**src/rtl/bayes_pkg.sv**
```systemverilog
// bayes_pkg: shared sizes, lane word/count types and collector FSM states.
package bayes_pkg;
  localparam int Narray = 2;
  localparam int Nword = 3;
  localparam int NLANE = 1 << Narray;
  localparam int WORD_W = 1 << Nword;
  typedef logic [WORD_W-1:0] word_t;
  typedef logic [Nword:0] cnt_t;
  typedef enum logic {IDLE, COLLECT} state_t;
endpackage

```
**src/rtl/lane_popcount.sv**
```systemverilog
// lane_popcount: number of 1 bits in one lane word.
// Exists only when REGISTER_IN_POPCOUNT_EN is defined.
`ifdef REGISTER_IN_POPCOUNT_EN
module lane_popcount
  import bayes_pkg::*;
(
  input  word_t word,
  output cnt_t  ones
);
  always_comb begin
    ones = '0;
    for (int k = 0; k < WORD_W; k++) ones = ones + cnt_t'(word[k]);
  end
endmodule
`endif

```
**src/rtl/register_in_collect.sv**
```systemverilog
// register_in_collect: rebuilds MSB-first serial lane bits into words behind a valid/ready output register.
// REGISTER_IN_POPCOUNT_EN adds a registered per-lane popcount on ones_count.
module register_in_collect
  import bayes_pkg::*;
(
  input  logic             clk,
  input  logic             rst_n,
  input  logic             bit_valid,
  input  logic [NLANE-1:0] data_in,
  input  logic             frame_abort,
  output word_t            word_out [NLANE],
  output cnt_t             ones_count [NLANE],
  output logic             out_valid,
  input  logic             out_ready,
  output logic             overflow,
  output logic             busy
);
  state_t state_q, state_d;
  cnt_t   cnt_q, cnt_d;
  word_t  sh_q [NLANE];
  word_t  sh_d [NLANE];
  word_t  nw [NLANE];
  word_t  word_q [NLANE];
  word_t  word_d [NLANE];
  logic   out_valid_q, out_valid_d, overflow_q, overflow_d, done, load;
  always_comb begin
    done = bit_valid && !frame_abort && cnt_q == cnt_t'(WORD_W - 1);
    load = done && (!out_valid_q || out_ready);
    state_d = frame_abort ? IDLE : bit_valid ? (done ? IDLE : COLLECT) : state_q;
    cnt_d = (frame_abort || done) ? '0 : bit_valid ? cnt_q + 1'b1 : cnt_q;
    out_valid_d = load ? 1'b1 : (out_valid_q && out_ready) ? 1'b0 : out_valid_q;
    overflow_d = overflow_q || (done && !load);
    for (int i = 0; i < NLANE; i++) begin
      nw[i] = {sh_q[i][WORD_W-2:0], data_in[i]};
      sh_d[i] = (frame_abort || done) ? '0 : bit_valid ? nw[i] : sh_q[i];
      word_d[i] = load ? nw[i] : word_q[i];
    end
  end
  always_ff @(posedge clk or negedge rst_n) begin
    if (!rst_n) begin
      state_q <= IDLE;
      cnt_q <= '0;
      sh_q <= '{default: '0};
      word_q <= '{default: '0};
      out_valid_q <= 1'b0;
      overflow_q <= 1'b0;
    end else begin
      state_q <= state_d;
      cnt_q <= cnt_d;
      sh_q <= sh_d;
      word_q <= word_d;
      out_valid_q <= out_valid_d;
      overflow_q <= overflow_d;
    end
  end
`ifdef REGISTER_IN_POPCOUNT_EN
  cnt_t pc [NLANE];
  cnt_t ones_q [NLANE];
  cnt_t ones_d [NLANE];
  for (genvar g = 0; g < NLANE; g++) begin : g_pc
    lane_popcount u_pc (.word(nw[g]), .ones(pc[g]));
  end
  always_comb begin
    for (int i = 0; i < NLANE; i++) ones_d[i] = load ? pc[i] : ones_q[i];
  end
  always_ff @(posedge clk or negedge rst_n) begin
    if (!rst_n) ones_q <= '{default: '0};
    else ones_q <= ones_d;
  end
  assign ones_count = ones_q;
`else
  assign ones_count = '{default: '0};
`endif
  assign word_out = word_q;
  assign out_valid = out_valid_q;
  assign overflow = overflow_q;
  assign busy = state_q == COLLECT;
endmodule

```
**config.mk**
```make
export PLATFORM = sky130hd
export DESIGN_NAME = register_in_collect
export DESIGN_NICKNAME = d
export VERILOG_FILES = /design/src/rtl/bayes_pkg.sv /design/src/rtl/lane_popcount.sv /design/src/rtl/register_in_collect.sv
export SDC_FILE = /design/constraint.sdc
export NUM_CORES = 1
export LEC_CHECK = 0
export ABC_CLOCK_PERIOD_IN_PS = 2300
export CORE_MARGIN = 2
export CORE_UTILIZATION = 30
export CTS_CLUSTER_SIZE = 12
export DETAILED_ROUTE_END_ITERATION = 7
export PLACE_DENSITY_LB_ADDON = 0.12
export SETUP_SLACK_MARGIN = 0.05
export SLEW_MARGIN = 5
export SYNTH_ARGS = -nofsm -noshare
export SYNTH_HDL_FRONTEND = slang
export SYNTH_HIERARCHICAL = 1
export SYNTH_SLANG_ARGS = --single-unit
```
**constraint.sdc**
```tcl
create_clock -name clk -period 2.3 [get_ports clk]
set_clock_uncertainty 0.1 [all_clocks]
set_input_delay 0.23 -clock clk [delete_from_list [all_inputs] [get_ports clk]]
set_output_delay 0.23 -clock clk [all_outputs]
set_load 0.02 [all_outputs]
```
==> impl_metrics.json, run 1 <==
{
  "grt_first_pass_wirelength_mm": 8.58,
  "power_frac_clock_pct": 49.8,
  "wl_per_cell_microns": 14.8,
  "drv_slew": 0,
  "diodes": 0,
  "seqPwrFrac_pct": 45.5,
  "critPathMaxFanout": 18,
  "regArea_sq_um": 1680,
  "htree_levels": 3,
  "slowest_stage": "nor2b_2",
  "start_util_pct": 30.5,
  "vias": 1463,
  "finalHoldViolCount": 0,
  "antenna_found_initial": 0,
  "io_buffers": 43,
  "finalWirelength_mm": 5.02,
  "syn-cell-area_sq_um": 2780,
  "rows": 35,
  "synth_top_cell_area_share_pct": 60.4,
  "synth-seq-area-share_pct": 60.4,
  "synth.area.top_cells": "dfrtp_1 60%, mux2_4 16%, a22o_1 9.5%",
  "reg2reg_to": "nw[30]$_DFFE_PN0P_",
  "layout_commonest_cell": "dfrtp_1",
  "fin_nets": 232,
  "dp.cells": 321,
  "startpoint_type": "flip-flop",
  "ant_nets": 0,
  "via_per_inst": 4.33,
  "placed_area_sq_um": 3260,
  "crit_path_end_kind": "flip-flop",
  "synth_area_per_cell_sq_um": 16.1,
  "power_w": 0.00265,
  "die_width_microns": 100,
  "cts_tree": "yes",
  "crit_start": "cnt_q[0]$_DFFE_PN0P_",
  "overflow": 0,
  "critPathKind": "reg2reg",
  "sw_frac_of_total_pct": 20.9,
  "synth-seq-cells": 67,
  "final_cells": 338,
  "path_buf_inv": 1,
  "ff2ff_setup_slack_ns": 0.24,
  "rr_worst_depth": 5,
  "clock_tree.buffer_depth": 2,
  "drive_gt1_share_pct": 27.3,
  "cts_root_buf": "clkbuf_8",
  "p_int_w": 0.00210,
  "synthCells": 172,
  "hold-worst-slack_ns": 0.330,
  "grtUsageTotal_pct": 11.1,
  "ctsHoldBuffers": 1,
  "grt_pass1_vias": 1593,
  "setup_tns_ns": 0,
  "clock-sinks": 67,
  "tightest_slew_ns": 0.750,
  "ys.warnings.count": 6,
  "clk_pin_slew_ns": 0.08,
  "firstDrtPassIters": 4,
  "cap_violations": 0,
  "r2r-start": "cnt_q[0]$_DFFE_PN0P_",
  "cts_setup_buffers": 0,
  "path_depth": 5,
  "die_y_microns": 100,
  "clk_latency_ns": 0.33,
  "path_delay_family": "simple AND/OR/NAND/NOR gates",
  "drt_iter0_drc": 91,
  "cts.repair.resized": 0,
  "crit_path_end": "nw[30]$_DFFE_PN0P_",
  "slew_headroom_pct": 49.8,
  "synth_largest_area_cell": "dfrtp_1",
  "io_pins": 60,
  "period_share_pct": 89.4,
  "rsz0062_at_grt": "no",
  "power.share.combinational_pct": 4.7,
  "synthToLayoutAreaGrowth_pct": 27.6,
  "status": "completed",
  "cts_made_buffers": 9,
  "slowest_delay_ns": 0.63,
  "crit_required_ns": 2.47,
  "vdd_ir_drop_max_v": 0.000339,
  "gp_congestion": 0.651,
  "max_freq_mhz": 486,
  "crit_arrival_ns": 2.23,
  "dieArea_sq_um": 10000,
  "switchingPower_w": 0.000555,
  "period_needed_ns": 2.06,
  "drcViolationCount": 0,
  "finalInstanceArea_sq_um": 3540,
  "core_sq_um": 9110,
  "nFillCells": 857,
  "setup_viol": 0,
  "path_cells": "ha_1 -> nand3b_4 -> nor2b_2 -> buf_4 -> a22o_1",
  "p_per_area_nw_per_um2": 749,
  "final_cell_mix": "67 x dfrtp_1, 42 x clkdlybuf4s50_1, 30 x mux2_4, 30 x a22o_1, 16 x conb_1",
  "leakage_nw": 1.70,
  "grt_max_degree": 68,
  "multi_input_area_sq_um": 953,
  "synth_cell_types": 22,
  "dpl.hpwl_mm": 2.96,
  "hold_path.class": "in2async"
}
cell families after synthesis:
logic type	after synthesis	synth area share, %
AOI/OAI and AO/OA	32	10.0
xor gates and xnor gates	2	0.631
muxes	33	17.4
buffers and inverters	25	7.44
other	1	0.135
adders and majority gates	1	0.451
DFF	67	60.4
and+or+nand+nor	11	3.47
power groups by stage:
stage | Combinational, W | Sequential [W] | Clock [W]
after global routing | 0.000140 | 0.00121 | 0.00143
after detailed placement | 0.000126 | 0.00123 | 0
final | 0.000126 | 0.00120 | 0.00132
after CTS | 0.000128 | 0.00120 | 0.00137
after floorplan | 0.0000795 | 0.00123 | 0
after global placement | 0.000126 | 0.00123 | 0
worst min path at each step:
stage / slack (ns) / from / endpoint / depth (start not counted)
global route: 0.36 / rst_n / word_out[12]$_DFFE_PN0P_ / 3
finish: 0.33 / rst_n / word_out[8]$_DFFE_PN0P_ / 3
CTS: 0.35 / rst_n / word_out[8]$_DFFE_PN0P_ / 3
global placement: 0.19 / rst_n / word_out[8]$_DFFE_PN0P_ / 2
floorplan: -0.17 / rst_n / busy$_DFFE_PN0P_ / 0
detailed placement: 0.19 / rst_n / word_out[8]$_DFFE_PN0P_ / 2
flip-flops by register name (all words and copies together), names as in the netlist:
register	flops
overflow	1
word_out	32
out_valid	1
cnt_q	4
busy	1
nw	28
cell usage after synthesis:
cell / number
a21o_1: 2
a22o_1: 30
buf_12: 3
buf_2: 3
buf_4: 16
clkbuf_1: 3
conb_1: 1
dfrtp_1: 67
ha_1: 1
mux2_2: 3
mux2_4: 30
nand2_1: 1
nand2b_4: 1
nand3_1: 1
nand3b_4: 1
nor2_1: 3
nor2b_1: 1
nor2b_4: 1
nor3_4: 1
or2_2: 1
xnor2_1: 1
xor2_1: 1
routing by layer:
metal / wire length [microns] / vias to the layer above / GRT usage [%]
li1: - / 685 / -
met1: 2570 / 730 / 16.1
met2: 2160 / 44 / 15.3
met3: 250 / 4 / 4.39
met4: 36 / 0 / 3.48
met5: 0 / - / 0
worst register-to-register path, cell delays in order (launching register included):
cell      delay [ns]
dfrtp_1         0.40
ha_1            0.26
nand3b_4        0.11
nor2b_2         0.63
buf_4           0.34
a22o_1          0.15
stage by stage:
stage / setup WS [ns] / util [%]
after floorplan: 0.610 / -
after global placement: 0.130 / 35.8
after detailed placement: 0.121 / 35.8
after CTS: 0.219 / 38.9
after global routing: 0.0533 / 38.9
final: 0.244 / 38.9
layout make-up:
type / instances / share of cell area [%]
Clock inverter: 6 / 3.85
Sequential cell: 67 / 47.3
Multi-Input combinational cell: 95 / 26.9
Timing Repair Buffer: 49 / 14.1
Tap cell: 111 / 3.92
Clock buffer: 10 / 3.89
No activity file was read; power rests on OpenSTA's default activity.
==> run 2: changes to the inputs <==
Settings changed: ABC_CLOCK_PERIOD_IN_PS 2300 to not set.
==> results of run 2 <==
Same layout as run 1: the final DEF is identical, and so are final timing and power.
==> run 3: changes to the inputs <==
==> constraint.sdc (replaced) <==
create_clock -name clk -period 2.3 [get_ports clk]
set_clock_uncertainty 0.1 [all_clocks]
set_input_delay 0.345 -clock clk [delete_from_list [all_inputs] [get_ports clk]]
set_output_delay 0.345 -clock clk [all_outputs]
set_load 0.02 [all_outputs]
==> run 3 against run 2 <==
  * Die area is the same
  * Largest power group is now sequential cells
  * Critical path type unchanged
  * Worst setup slack gained 0.20 ns
  * Sequential share of layout area grew 0.46 points
  * Maximum frequency grew 11%
  * Sequential power is essentially flat
  * Largest cell class unchanged
  * Wire length shrank 0.48%
  * Final area shrank 0.95%
  * Register-to-register slack gained 0.20 ns
==> impl_metrics.json, run 3 (synthesized netlist as in run 1, its figures left out) <==
{
  "drv_slew": 0,
  "overflow": 0,
  "io_buffers": 43,
  "cts_root_buf": "clkbuf_8",
  "leakage_nw": 1.70,
  "cts_tree": "yes",
  "cap_violations": 0,
  "htree_levels": 3,
  "ant_nets": 0,
  "nFillCells": 883,
  "finalInstanceArea_sq_um": 3510,
  "dpl.hpwl_mm": 2.95,
  "slowest_stage": "nor2b_4",
  "clk_latency_ns": 0.33,
  "top_usage_layer": "met1",
  "wl_per_cell_microns": 14.6,
  "crit_required_ns": 2.47,
  "tightest_slew_ns": 0.587,
  "largest_reg_flops": 32,
  "rows": 35,
  "finalHoldViolCount": 0,
  "antenna_found_initial": 0,
  "start_util_pct": 30.5,
  "core_sq_um": 9110,
  "met2_usage_pct": 14.4,
  "fin_nets": 235,
  "io_pins": 60,
  "grtUsageTotal_pct": 10.9,
  "p_per_area_nw_per_um2": 674,
  "regArea_sq_um": 1680,
  "final_cell_mix": "67 x dfrtp_1, 42 x clkdlybuf4s50_1, 30 x mux2_4, 30 x a22o_1, 16 x conb_1",
  "vdd_ir_drop_max_v": 0.000234,
  "grt_first_pass_wirelength_mm": 8.32,
  "slew_headroom_pct": 60.8,
  "critPathMaxFanout": 24,
  "period_share_pct": 80.5,
  "dieArea_sq_um": 10000,
  "startpoint_type": "flip-flop",
  "drt_iter0_drc": 70,
  "setup_viol": 0,
  "placed_area_sq_um": 3280,
  "clock_tree.buffer_depth": 2,
  "cts_setup_buffers": 0,
  "drive_gt1_share_pct": 28.3,
  "drcViolationCount": 0,
  "critPathKind": "reg2reg",
  "clk_pin_slew_ns": 0.07,
  "grt_max_degree": 67,
  "vias": 1512,
  "die_y_microns": 100,
  "synthToLayoutAreaGrowth_pct": 26.4,
  "crit_arrival_ns": 2.03,
  "grt_util_met1_pct": 15.8,
  "gp_congestion": 0.650,
  "firstDrtPassIters": 4,
  "met3_usage_pct": 3.90,
  "hold_path.class": "in2async",
  "die_width_microns": 100,
  "clock-sinks": 67,
  "grt_pass1_vias": 1590,
  "multi_input_area_sq_um": 958,
  "max_freq_mhz": 540,
  "slowest_delay_ns": 0.52,
  "setup_tns_ns": 0,
  "cts_made_buffers": 9,
  "status": "completed",
  "path_cells": "ha_1 -> nand3b_4 -> nor2b_4 -> buf_4 -> a22o_1",
  "final_util_pct": 38.5,
  "layout_commonest_cell": "dfrtp_1",
  "crit_path_end_kind": "flip-flop",
  "period_needed_ns": 1.85,
  "hold-worst-slack_ns": 0.235,
  "via_per_inst": 4.43,
  "finalWirelength_mm": 4.99,
  "diodes": 0,
  "rsz0062_at_grt": "no"
}
[run 3: cell types whose count changed in the layout (fill, tap and decap cells not counted)]
cell	delta
buf_4	+3
nor2b_4	+1
bufinv_16	-3
clkinv_4	-1
clkinv_2	+2
nor2b_2	-1
clkbuf_8	+2
[run 3: final timing paths]
kind / start / endpoint / slack (ns) / cells after the start
max: cnt_q[0]$_DFFE_PN0P_ / nw[14]$_DFFE_PN0P_ / 0.45 / 5
max in group asynchronous: rst_n / out_valid$_DFFE_PN0P_ / 1.32 / 3
min in group clk: overflow$_DFF_PN0_ / overflow$_DFF_PN0_ / 0.36 / 1
min: rst_n / word_out[8]$_DFFE_PN0P_ / 0.23 / 2
min reg2reg: overflow$_DFF_PN0_ / overflow$_DFF_PN0_ / 0.36 / 1
max reg2reg: cnt_q[0]$_DFFE_PN0P_ / nw[14]$_DFFE_PN0P_ / 0.45 / 5
[run 3: critical path, delay by kind of cell, from the launching register on]
family                   cells  cell delay [ns]
flip-flops                   1             0.40
buffers and inverters        1             0.27
AND/OR/NAND/NOR              2             0.63
AO/OA/AOI/OAI                1             0.14
adder cells (fa/ha/maj)      1             0.25
[run 3: where the power goes]
group	internal [W]	total (W)	leakage, nW	switching, W
logic	0.0000454	0.000129	0.661	0.0000838
registers	0.00119	0.00120	0.928	0.0000121
clock network	0.000586	0.00103	0.108	0.000445
[run 3: metrics by stage]
| step | total power (W) | setup slack, ns | instances |
|---|---|---|---|
| after floorplan | 0.00131 | 0.610 | 187 |
| after global placement | 0.00136 | -0.0675 | 324 |
| after detailed placement | 0.00136 | -0.113 | 324 |
| after CTS | 0.00240 | 0.401 | 341 |
| after global routing | 0.00247 | 0.311 | 341 |
| final | 0.00236 | 0.448 | 341 |
[run 3: per-layer routing]
layer  vias up  wire (microns)
li1        698               -
met1       762            2580
met2        45            2090
met3         7             244
met4         0              72
met5         -               0
[run 3: timing repair]
item,4_1_cts,5_1_grt
hold buffers,1,0
resized for setup,1,0
endpoints found under the hold margin,67,0
endpoints found under the setup margin,1,0
[run 3: area by class of cell]
| class | instances | area share (%) |
|---|---|---|
| repair buffers | 52 | 14.8 |
| clock buffers | 12 | 4.71 |
| clock inverters | 4 | 1.36 |
| flip-flops and latches | 67 | 47.8 |
| multi-input cells | 95 | 27.3 |
| well taps | 111 | 3.96 |
